### src/rtl/multicycle_ctrl.sv
// Control FSM for the multicycle RISC-V datapath.
// It steps each instruction through fetch, decode, execute, memory and write-back.
// The supported instructions are R-type, I-type ALU, LW, SW and BEQ.
// All outputs are decoded from the current state.
// A few outputs are also gated by mem_ready or zero.
// Because of this, asynchronous reset forces every output to 0 at once.
module multicycle_ctrl (
    input  logic       clk,
    input  logic       rst_n,
    input  logic [6:0] opcode,
    input  logic       zero,
    input  logic       mem_ready,
    output logic       mem_req,
    output logic       mem_we,
    output logic       iord,
    output logic       ir_write,
    output logic       mdr_write,
    output logic       pc_write,
    output logic       pc_src,
    output logic [1:0] alu_src_a,
    output logic [1:0] alu_src_b,
    output logic [1:0] alu_op,
    output logic       alu_imm,
    output logic       reg_write,
    output logic       mem_to_reg,
    output logic       instr_done,
    output logic       illegal
);

    localparam logic [6:0] OpR    = 7'b0110011;
    localparam logic [6:0] OpIAlu = 7'b0010011;
    localparam logic [6:0] OpLw   = 7'b0000011;
    localparam logic [6:0] OpSw   = 7'b0100011;
    localparam logic [6:0] OpBeq  = 7'b1100011;

    typedef enum logic [3:0] {
        StIdle,
        StFetch,
        StDecode,
        StExecR,
        StExecI,
        StAddr,
        StMemRd,
        StMemWr,
        StWbAlu,
        StWbMem,
        StBranch,
        StIllegal
    } state_e;

    state_e state_q, state_d;

    // State register; asynchronous reset returns to IDLE.
    always_ff @(posedge clk or negedge rst_n) begin
        if (!rst_n) begin
            state_q <= StIdle;
        end else begin
            state_q <= state_d;
        end
    end

    // Next-state logic; memory states wait on mem_ready, DECODE dispatches on opcode.
    always_comb begin
        state_d = state_q;
        unique case (state_q)
            StIdle:   state_d = StFetch;
            StFetch:  if (mem_ready) state_d = StDecode;
            StDecode: begin
                unique case (opcode)
                    OpR:         state_d = StExecR;
                    OpIAlu:      state_d = StExecI;
                    OpLw, OpSw:  state_d = StAddr;
                    OpBeq:       state_d = StBranch;
                    default:     state_d = StIllegal;
                endcase
            end
            StExecR:  state_d = StWbAlu;
            StExecI:  state_d = StWbAlu;
            StAddr:   state_d = (opcode == OpLw) ? StMemRd : StMemWr;
            StMemRd:  if (mem_ready) state_d = StWbMem;
            StMemWr:  if (mem_ready) state_d = StFetch;
            StWbAlu:  state_d = StFetch;
            StWbMem:  state_d = StFetch;
            StBranch: state_d = StFetch;
            StIllegal: state_d = StIllegal;
            default:  state_d = StIdle;
        endcase
    end

    // Output decode; any output not named for a state stays 0.
    always_comb begin
        mem_req    = 1'b0;
        mem_we     = 1'b0;
        iord       = 1'b0;
        ir_write   = 1'b0;
        mdr_write  = 1'b0;
        pc_write   = 1'b0;
        pc_src     = 1'b0;
        alu_src_a  = 2'b00;
        alu_src_b  = 2'b00;
        alu_op     = 2'b00;
        alu_imm    = 1'b0;
        reg_write  = 1'b0;
        mem_to_reg = 1'b0;
        instr_done = 1'b0;
        illegal    = 1'b0;
        unique case (state_q)
            StFetch: begin
                // PC+4 is computed every fetch cycle.
                // It is only committed on the cycle the word arrives.
                mem_req   = 1'b1;
                alu_src_b = 2'b01;
                ir_write  = mem_ready;
                pc_write  = mem_ready;
            end
            StDecode: begin
                // Speculative branch target into ALUOut (old PC + imm).
                alu_src_a = 2'b01;
                alu_src_b = 2'b10;
            end
            StExecR: begin
                alu_src_a = 2'b10;
                alu_op    = 2'b10;
            end
            StExecI: begin
                alu_src_a = 2'b10;
                alu_src_b = 2'b10;
                alu_op    = 2'b10;
                alu_imm   = 1'b1;
            end
            StAddr: begin
                alu_src_a = 2'b10;
                alu_src_b = 2'b10;
            end
            StMemRd: begin
                mem_req   = 1'b1;
                iord      = 1'b1;
                mdr_write = mem_ready;
            end
            StMemWr: begin
                mem_req    = 1'b1;
                iord       = 1'b1;
                mem_we     = 1'b1;
                instr_done = mem_ready;
            end
            StWbAlu: begin
                reg_write  = 1'b1;
                instr_done = 1'b1;
            end
            StWbMem: begin
                reg_write  = 1'b1;
                mem_to_reg = 1'b1;
                instr_done = 1'b1;
            end
            StBranch: begin
                alu_src_a  = 2'b10;
                alu_op     = 2'b01;
                pc_src     = 1'b1;
                pc_write   = zero;
                instr_done = 1'b1;
            end
            StIllegal: illegal = 1'b1;
            default: ;
        endcase
    end

endmodule

### config.mk
export PLATFORM = sky130hd
export DESIGN_NAME = multicycle_ctrl
export DESIGN_NICKNAME = d
export VERILOG_FILES = /design/src/rtl/multicycle_ctrl.sv
export SDC_FILE = /design/constraint.sdc
export NUM_CORES = 1
export LEC_CHECK = 0
export ABC_AREA = 0
export CAP_MARGIN = 20
export CORE_UTILIZATION = 32
export DETAILED_ROUTE_END_ITERATION = 6
export GPL_ROUTABILITY_DRIVEN = 0
export GPL_TIMING_DRIVEN = 0
export PLACE_DENSITY = 0.73
export REMOVE_ABC_BUFFERS = 1
export SKIP_CTS_REPAIR_TIMING = 1
export SLEW_MARGIN = 40
export SYNTH_ARGS = -nofsm -noshare
export SYNTH_HDL_FRONTEND = slang
export SYNTH_SLANG_ARGS = --single-unit
### constraint.sdc
create_clock -name clk -period 1.4 [get_ports clk]
set_input_delay 0.42 -clock clk [delete_from_list [all_inputs] [get_ports clk]]
set_output_delay 0.42 -clock clk [all_outputs]
set_load 0.005 [all_outputs]
# --- Yosys cells after proc, flatten, opt, wreduce, memory -nomap -nowiden ---
# Cells that the tools add are included.
totals:
  elab_cells: 52
  regBits: 4
  output_inout_bits: 18
  in_bits: 11
classes:
  n_mux: 21
  reduce_logical: 11
  n_eq_ne: 19
op_table:
  columns: ["cell", "count"]
  rows:
  - ["4-bit one-hot mux with 8 select lines", 1]
  - ["4-bit by 3-bit equality test with 1-bit output (second input constant)", 4]
  - ["4-bit equality test (second input constant)", 4]
  - ["4-bit one-hot mux with 4 select lines", 1]
  - ["7-bit by 6-bit equality test with 1-bit output (second input constant)", 2]
  - ["4-bit 2-to-1 mux", 3]
  - ["2-bit one-hot mux with 2 select lines", 3]
  - ["1-bit 2-to-1 mux", 11]
  - ["3-bit OR reduction", 3]
  - ["4-bit by 2-bit equality test with 1-bit output (second input constant)", 2]
  - ["2-bit OR reduction", 4]
  - ["4-bit OR reduction", 2]
  - ["7-bit by 2-bit equality test with 1-bit output (second input constant)", 1]
  - ["7-bit by 5-bit equality test with 1-bit output (second input constant)", 1]
  - ["7-bit equality test (second input constant)", 1]
  - ["2-bit != test (second input constant)", 3]
  - ["4-bit by 1-bit equality test with 1-bit output (second input constant)", 1]
  - ["4-bit logical NOT", 1]
  - ["1-bit one-hot mux with 2 select lines", 2]
  - ["3-bit AND reduction", 1]

# --- Longest topological paths before layout ---
logic_depth:
  depth_word: 4
  depth_mapped: 6
  mapped_depth_nobuf: 4

# --- Least setup slack after synthesis ---
# Ideal clock, no wire load.
synth_timing:
  path_kind: "register to output"
  from: "reg state_q[2]"
  to: "out pc_write"
  required_ns: 0.980
  path_slack_ns: -0.116
  arrival_time_ns: 1.096
  path_stages_with_launch: 4
  path_buffers: 1
  cell_sequence: "dfrtp_1 buf_2 nor4_1 a21o_1"
synth_between:
  elab_chain_cells: 2
  word_cells_on_any_way: 3
  cone_classes: "eq/ne: 2; mux: 1"
synth_lines:
  columns: ["item", "line", "text"]
  rows:
  - ["from (decl)", "51", "state_e state_q, state_d;"]
  - ["from (signal assigned)", "56", "state_q <= StIdle;"]
  - ["from (signal assigned)", "58", "state_q <= state_d;"]
  - ["4-bit equality test or 4-bit by 1-bit equality test with 1-bit output (tied branches)", "107", "unique case (state_q)"]
  - ["1-bit one-hot mux with 2 select lines (*)", "107", null]
  - ["to (decl)", "18", "output logic pc_write,"]
# Mark *: on every way between the ends. The rest lies on a longest branch, timed or not.

# --- Worst setup path after layout ---
layout_timing:
  from: "reg state_q[1]"
  to: "out pc_write"
# Same word-level chain as after synthesis.

==> summary by stage <==
Die
The initial core utilization is 0.358. The floorplan has 13 rows. The die covers 0.00167 sq mm. In this run the vertical extent of the chip is 40.9 um.

The floorplan die width is 40.9 um. The core area is 0.00135 sq mm. The boundary pin count is 29.

Worst setup path
On the worst path, the slowest cell contributes a delay of 450 ps. Across all register-to-register paths, the minimum setup slack is -240 ps. The cell with the biggest individual delay on the critical path is dfrtp_2. At the worst endpoint, the required time is 980 ps. Among cell families on the critical path, the largest total delay comes from flip-flops.

The worst path buffer plus inverter count is 2. The critical path start-end classification is flop to output pin. STA classifies the critical path startpoint as a flop.

The worst path arrival time is 1490 ps. Measured in cells, the most critical reg-to-reg path has a length of 5. Traced cell by cell, the critical path runs through buf_6 > nand2b_4 > nor4_4 > a21o_1 > buf_2. The kind of capture point of the worst setup path is an output pin.

The critical path crosses 5 cells after its start point. Along the worst path, the maximum fanout reaches 6.

GRT
The total congestion overflow is 0. The total routing usage reported by global routing is 0.177. The via count of the first global-routing pass is 498. The maximum number of pins on one net before global-route repair is 19. The initial antenna violation count is 0. The global-route wire length before repair is 2010 um.

Finish
The area growth from synthesis to layout is 124%. The share of post-route cells with drive strength above 1 is 0.608. The largest registers in the layout are state_q: 4 flops. The register name with the most flops is state_q. Fill cells in the final layout number 85.

0 antenna diodes ended up in the layout. The number of flip-flops in the largest register is 4. The top cell types in the final layout, fill and taps aside, are buf_4, buf_2, dlymetal6s2s_1. The final net count is 138. In the final layout, the multi-input gates occupy 463 sq um. The summed area of non-filler cells in the final layout is 0.00108 sq mm. The most common cell after layout, fill and taps aside is buf_4. Summing all flip-flop and latch instances after layout gives 105 sq um.

STA
The final-report max-slew violation count is 0. The smallest clock period supported by the final layout is computed as 1910 ps. The setup clock skew after layout is 5.55 ps. The hold slack is 380 ps. The top achievable clock speed is 0.524 GHz.

The count of final setup violators is 20. The final worst-path cycle share is 1.36. Setup repair after global routing could not meet its margin everywhere. For the pin with the worst max-slew slack, the measured transition is 335 ps. After layout, the worst setup slack is -507 ps. In this run the tightest slew margin relative to its limit is 0.773. The number of endpoints with negative hold slack in the final report is 0.

Route
After detailed routing, the number of remaining DRC violations is 0. The final antenna-violating net count is 0. The total iterations of the first detailed-routing run is 4. The initial detailed-routing violation count is 15. Dividing the detail-routed via count by the number of cells gives 5.88.

The routed design has 2610 um of wire. Across all layers, the routed design uses 823 vias. The final routed wire length divided by cell count is 18.6 um.

Power and ir drop
Across the VDD grid, the largest voltage drop is 0.000315 V. Of the total power, combinational logic draws 0.145. The sequential fraction of design power is 0.371.

The switching component of the power is 73.1 uW. The leakage power total is 0.000606 uW. The part of the total power dissipated in the clock network is 0.484. Of the total power, the share spent switching nets is 0.233.

The internal power of the cells totals 240 uW. The power per standard cell area is 289 mW/mm^2.

Yosys
The cell count after synthesis is 70. The cell area that synthesis handed to floorplanning was 483 sq um. The synthesized design contains 4 register bits. After synthesis, the mean cell area works out to 6.90 sq um. The number of different library cells in the post-synthesis netlist is 31.

The count of synthesis-stage warnings from yosys is 0. For this run, the register share of the synthesized area comes to 0.207.

Outcome
The checks that failed: negative setup slack. The run finished, with violations left.

Clock tree
At the later pin of the worst-skew pair, clock insertion delay measures 240 ps. In this run the deepest clock path goes through 2 buffers. TritonCTS built the clock tree.

Clock-pin slew was measured on the worst setup and hold paths at 40 ps. The tree is rooted in a clkbuf_4. The number of CTS-inserted buffers is 3. CTS built an H-tree with a depth of 1.

Counting every sink on the clock net gives 4.

Min path
The path category of the worst min-delay check is input pin to async pin.

Run
The reported max-cap violation count is 0.

Place
In this run the cell area measured after placement is 749 sq um. Once detailed placement completed, the half-perimeter wirelength came to 1030 um. The number of buffers added on ports is 28.
==> cell type report <==
| cell class | instances | share of cell area |
|---|---|---|
| sequential | 4 | 0.0971 |
| timing repair buffer | 58 | 0.427 |
| tap | 15 | 0.0173 |
| inverter | 3 | 0.0104 |
| clock buffer | 3 | 0.0208 |
| multi-input combinational | 57 | 0.428 |
==> through the flow <==
| stage | util | worst slack [ps] | std cells | setup TNS [ps] | power [uW] |
|---|---|---|---|---|---|
| 2_1_floorplan | - | -202 | 64 | -468 | 127 |
| 3_3_place_gp | 0.555 | -1080 | 107 | -12780 | 161 |
| 3_5_place_dp | 0.555 | -1090 | 107 | -12790 | 161 |
| 4_1_cts | 0.572 | -1090 | 110 | -15600 | 305 |
| 5_1_grt | 0.802 | -556 | 140 | -6750 | 330 |
| 6_report | 0.802 | -507 | 140 | -5870 | 313 |
==> layer usage <==
layer,routed length [um],track usage
met5,0,0
met1,1050,0.248
met3,150,0.0326
met2,1360,0.273
met4,45,0.0500
==> cells in the mapped netlist <==
cell / n / area share
a211oi_1: 2 / 0.031
a21o_1: 2 / 0.031
a21oi_1: 6 / 0.062
a2bb2oi_1: 1 / 0.018
a31o_1: 1 / 0.018
and2b_1: 1 / 0.016
and3_1: 1 / 0.013
and3b_1: 2 / 0.036
and4bb_1: 1 / 0.026
buf_2: 5 / 0.052
buf_4: 1 / 0.016
dfrtp_1: 4 / 0.21
inv_1: 1 / 0.0078
inv_2: 2 / 0.016
mux2i_1: 1 / 0.021
nand2_1: 8 / 0.062
nand2b_1: 4 / 0.052
nand3_1: 1 / 0.010
nor2_1: 9 / 0.070
nor3_1: 4 / 0.041
nor3b_1: 1 / 0.016
nor4_1: 1 / 0.013
nor4b_1: 1 / 0.018
o211ai_1: 1 / 0.016
o21ai_1: 2 / 0.021
o22ai_1: 1 / 0.013
o31ai_1: 1 / 0.016
o32ai_1: 2 / 0.036
or2_1: 1 / 0.013
or4_1: 1 / 0.016
xor2_1: 1 / 0.018
==> power groups by stage <==
stage	logic, uW	registers (uW)	clock network (uW)
CTS	43.9	116	145
floorplan	9.12	118	0
global placement	43.3	118	0
detailed placement	43.8	118	0
finish	45.5	116	152
global route	48.2	116	166
==> cell families (layout without fill, tap and decap cells) <==
kind of cell / after synthesis / in the layout / synth area share
XOR/XNOR: 1 / 1 / 0.0181
AO/OA/AOI/OAI: 19 / 19 / 0.262
AND/OR/NAND/NOR: 36 / 36 / 0.402
buffers and inverters: 9 / 64 / 0.0907
multiplexers: 1 / 1 / 0.0207
flip-flops: 4 / 4 / 0.207
==> final timing paths <==
check / startpoint / end
min in group clk: state_q[1]$_DFFE_PN0P_ / state_q[2]$_DFFE_PN0P_
worst min register to register: state_q[1]$_DFFE_PN0P_ / state_q[2]$_DFFE_PN0P_
worst min-delay path: rst_n / state_q[2]$_DFFE_PN0P_
worst max-delay path: state_q[1]$_DFFE_PN0P_ / pc_write
max in group asynchronous: rst_n / state_q[3]$_DFFE_PN0P_
worst max register to register: state_q[1]$_DFFE_PN0P_ / state_q[0]$_DFFE_PN0P_
Power figures use the tool's default switching activity.
